===== src/rtl/counter.sv =====
// ---------------------------------------------------------------------------
// counter
//
// Free-running binary up-counter with clock enable. Advances by one on every
// enabled rising clk edge and wraps from MAX_COUNT back to 0, so the count is
// always in the range 0..MAX_COUNT.
//
// Optional feature: define COUNTER_WRAP_EN to add the registered `wrap`
// strobe. It is high for exactly the one cycle that follows an enabled edge
// at which the count rolled over from MAX_COUNT to 0. When the macro is not
// defined, the port and its register do not exist.
//
// Parameters
//   NUM_BITS   width of the count register (>= 1)
//   MAX_COUNT  terminal value, 0 < MAX_COUNT <= 2**NUM_BITS-1
//
// Ports
//   clk     in   1         rising-edge clock
//   rst     in   1         asynchronous reset, active low
//   enable  in   1         count enable, sampled on rising clk
//   count   out  NUM_BITS  current count, straight from a register
//   wrap    out  1         roll-over strobe (COUNTER_WRAP_EN only)
// ---------------------------------------------------------------------------
module counter #(
  parameter int                NUM_BITS  = 8,
  parameter longint unsigned   MAX_COUNT = (64'd1 << NUM_BITS) - 64'd1
) (
  input  logic                clk,
  input  logic                rst,
  input  logic                enable,
  output logic [NUM_BITS-1:0] count
`ifdef COUNTER_WRAP_EN
  ,
  output logic                wrap
`endif
);

  localparam logic [NUM_BITS-1:0] MAX_VAL = MAX_COUNT[NUM_BITS-1:0];

  logic [NUM_BITS-1:0] r_count;
  logic                w_at_max;

  // Terminal detect; shared by the roll-over and the wrap strobe.
  assign w_at_max = (r_count == MAX_VAL);

  // NOTE: sequential state is written only with non-blocking assignments so
  // every register samples the pre-edge value of every other register.
  // NOTE: the reset is in the sensitivity list, so the count clears the
  // moment rst falls, without waiting for a clock edge.
  always_ff @(posedge clk or negedge rst) begin
    if (!rst) begin
      r_count <= '0;
    end else if (enable) begin
      if (w_at_max) begin
        r_count <= '0;
      end else begin
        r_count <= r_count + NUM_BITS'(1);
      end
    end
  end

  assign count = r_count;

`ifdef COUNTER_WRAP_EN
  logic r_wrap;

  // Registered strobe: set only by an enabled edge that rolls the count
  // over, cleared on every other edge (including disabled ones).
  always_ff @(posedge clk or negedge rst) begin
    if (!rst) begin
      r_wrap <= 1'b0;
    end else begin
      r_wrap <= enable && w_at_max;
    end
  end

  assign wrap = r_wrap;
`endif

endmodule


===== config.mk =====
export PLATFORM = sky130hd
export DESIGN_NAME = counter
export DESIGN_NICKNAME = d
export VERILOG_FILES = /design/src/rtl/counter.sv
export SDC_FILE = /design/constraint.sdc
export NUM_CORES = 1
export LEC_CHECK = 0
export CORE_AREA = 2 2 39 41
export CTS_CLUSTER_DIAMETER = 50
export DETAILED_ROUTE_END_ITERATION = 10
export DIE_AREA = 0 0 41 43
export PLACE_DENSITY = 0.55
export SYNTH_ARGS = -nofsm -noshare
export SYNTH_HDL_FRONTEND = slang
export SYNTH_SLANG_ARGS = --single-unit

===== constraint.sdc =====
create_clock -name clk -period 1.9 [get_ports clk]
set_input_delay 0.475 -clock clk [delete_from_list [all_inputs] [get_ports clk]]
set_output_delay 0.475 -clock clk [all_outputs]
set_load 0.01 [all_outputs]

==> metrics.md, run 1 <==
| Metric | Value |
|---|---|
| Pre-CTS setup slack | between 0.1 and 0.15 ns |
| Final hold vios | 0 |
| Port Buffers | 10 |
| Origin of the critical flop-to-flop path | count[0] |
| Vias | 295 |
| Min Tclk post-route | between 1.5 and 2 ns |
| Floorplan core area | 1380 µm² |
| Clock sinks | 8 |
| Synth cell types | 15 |
| Syn-to-layout area delta | 38.6% |
| # diodes | 0 |
| Clock Skews | about 0.0013 ns |
| Gate count of the mapped netlist | 32 |
| Inst Count DP | 58 |
| Status | completed |
| Critical path cell sequence | clkdlybuf4s50_1 |
| DP HPWL | 549 µm |
| Post-CTS Setup Inserts | 0 |
| Setup TNS | 0 ns |
| Initial antenna violation count | 0 |
| Die Area | ~1800 µm² |
| Clock slew at reported path FFs | 0.05 ns |
| Vias in the first global route | 285 |
| Commonest non-fill, non-tap cell in the layout | clkdlybuf4s50_1 |
| Mapped cell area | approximately 370 µm² |
| Die W | 41 µm |
| Peak supply drop | between 0.0004 and 0.0005 V |
| CP Launch Type | flop |
| Post-route cell area | 512 µm² |
| Post-synthesis sequential area ratio | 0.542 |
| Initial detailed-routing violation count | 5 |
| P per Cell Area | 1560 nW/µm² |
| Top Ports | 11 |
| Hold_buf cts | 0 |
| Fin. max-slew vios | 0 |
| Leakage | about 0.00021 µW |
| Placed Area | 489 µm² |
| Final setup viols | 0 |
| Total Nets Final | 51 |
| Via density | 4.84 |
| Setup Crit Path Kind | flop to primary output |
| Starting density of the core | 0.267 |
| Fin crit share | 0.911 |
| DRC | 0 |
| # resized after CTS | 0 |
| Slowest CP cell | clkdlybuf4s50_1 |
| Most frequent cells in the layout | clkdlybuf4s50_1 (10), dfrtp_1 (8), xnor2_1 (5) |
| Critical path buffers and inverters | 1 |
| Row cnt | 14 |
| CTS H-tree depth | 1 |
| Clock tree buffer depth | 2 |
| First-pass DRT Iterations | 4 |
| Largest net degree at the start of global routing | 9 |
| Final WL | 717 µm |
| TritonCTS buffer count | 3 |
| Crit Path Max Fanout | 6 |
| CTS tree | built |
| Max incr delay on CP | roughly 0.57 ns |
| Final worst setup slack | approximately 0.17 ns |
| RD Place Congestion | 0.676 |
| Final Instance Count excl. Fillers | 61 |
| Critical Path RT | 1.42 ns |
| Crit end category | primary output |
| Max cap viols | 0 |
| Largest register FFs | 8 |
| CP top delay family | buffers and inverters |
| Fmax | 578 MHz |
| Seq cells post-synth | 8 |
| Post-synthesis net count | 36 |
| Clock latency on the worst-skew pair | between 0.2 and 0.3 ns |
| Average cell area after synthesis | 11.5 µm² |
| Min-delay src | count[6] |
| Synth warn | 0 |
| Post-route ant nets | 0 |
| Routed len/inst | ~12 µm |
| WHS | 0.480 ns |
| First-pass GRT wire length | 1.30 mm |
| Worst Setup SP | count[3] |
| Chip height | 43 µm |
| Critical Path AT | 1.26 ns |
| Root Driver | clkbuf_4 |
| RSZ-0062 raised after global routing | no |
| Global route overflow | 0 |
| Share of cells above drive strength 1 | 0.156 |
| GRT Total Usage | 0.117 |
| Max-slew headroom | 0.752 |
| Worst-margin pin slew | 0.371 ns |
| Hold WC Path Type | flop to flop |
-- synth_stat cells, drive strengths merged --
library cell,instances,area share
nor2,3,0.031
and4,2,0.051
or3,1,0.017
dfrtp,8,0.54
ha,1,0.034
a21oi,1,0.024
nand4,2,0.034
o21ai,2,0.027
a22o,1,0.024
nand2,3,0.031
mux2,1,0.031
and3,2,0.037
xnor2,5,0.12
-- path summary, 6_finish.rpt --
check	slack (ns)	depth (start not counted)	to
worst max-delay path	0.17	1	count[3]
worst min-delay path	0.48	1	count[6]
worst max register to register	0.64	4	count[5]
worst min register to register	0.48	1	count[6]
max in group asynchronous	1.13	1	count[3]
min in group asynchronous	0.50	1	count[7]
-- per-layer routing --
metal / global-route usage / vias up / wire length [µm]
li1: - / 144 / -
met1: 0.146 / 137 / 282
met2: 0.156 / 11 / 356
met3: 0.0471 / 3 / 57
met4: 0.0800 / 0 / 21
met5: 0 / - / 0
-- final cells by class --
| type | count | area, µm² |
|---|---|---|
| tap | 16 | 20.0 |
| fill | 142 | 872 |
| multi-input combinational | 24 | 169 |
| sequential | 8 | 200 |
| timing repair buffer | 10 | 100 |
| clock buffer | 3 | 22.5 |
-- kinds of logic after synthesis --
kind of cell	after synthesis	synth area share
AO/OA/AOI/OAI	4	0.0746
XOR/XNOR	5	0.119
adder cells (fa/ha/maj)	1	0.0339
flip-flops	8	0.542
multiplexers	1	0.0305
AND/OR/NAND/NOR	13	0.200
-- power by group --
| group | switching [µW] | leakage, µW | internal, µW |
|---|---|---|---|
| clock | 58.2 | 0.0000138 | 72.3 |
| combinational | 129 | 0.0000986 | 205 |
| sequential | 89.4 | 0.000100 | 243 |
| total | 277 | 0.000212 | 520 |
-- per-stage QoR --
| step | total power (µW) | util |
|---|---|---|
| after global routing | 873 | 0.370 |
| after global placement | 652 | 0.354 |
| after CTS | 813 | 0.370 |
| after detailed placement | 668 | 0.354 |
| after floorplan | 481 | - |
| final | 797 | 0.370 |
Power figures use the tool's default switching activity.
==> run 2: changes to the inputs <==
--- a/config.mk
+++ b/config.mk
@@ -10,6 +10,7 @@
 export DETAILED_ROUTE_END_ITERATION = 10
 export DIE_AREA = 0 0 41 43
 export PLACE_DENSITY = 0.55
+export SLEW_MARGIN = 10
 export SYNTH_ARGS = -nofsm -noshare
 export SYNTH_HDL_FRONTEND = slang
 export SYNTH_SLANG_ARGS = --single-unit
==> results of run 2 <==
No change in the layout: final DEF, timing and power equal those of run 1.
==> run 3: changes to the inputs <==
--- a/config.mk
+++ b/config.mk
@@ -9,6 +9,7 @@
 export CTS_CLUSTER_DIAMETER = 50
 export DETAILED_ROUTE_END_ITERATION = 10
 export DIE_AREA = 0 0 41 43
+export HOLD_SLACK_MARGIN = 0.1
 export PLACE_DENSITY = 0.55
 export SLEW_MARGIN = 10
 export SYNTH_ARGS = -nofsm -noshare
==> results of run 3 <==
No change in the layout: final DEF, timing and power equal those of run 1.
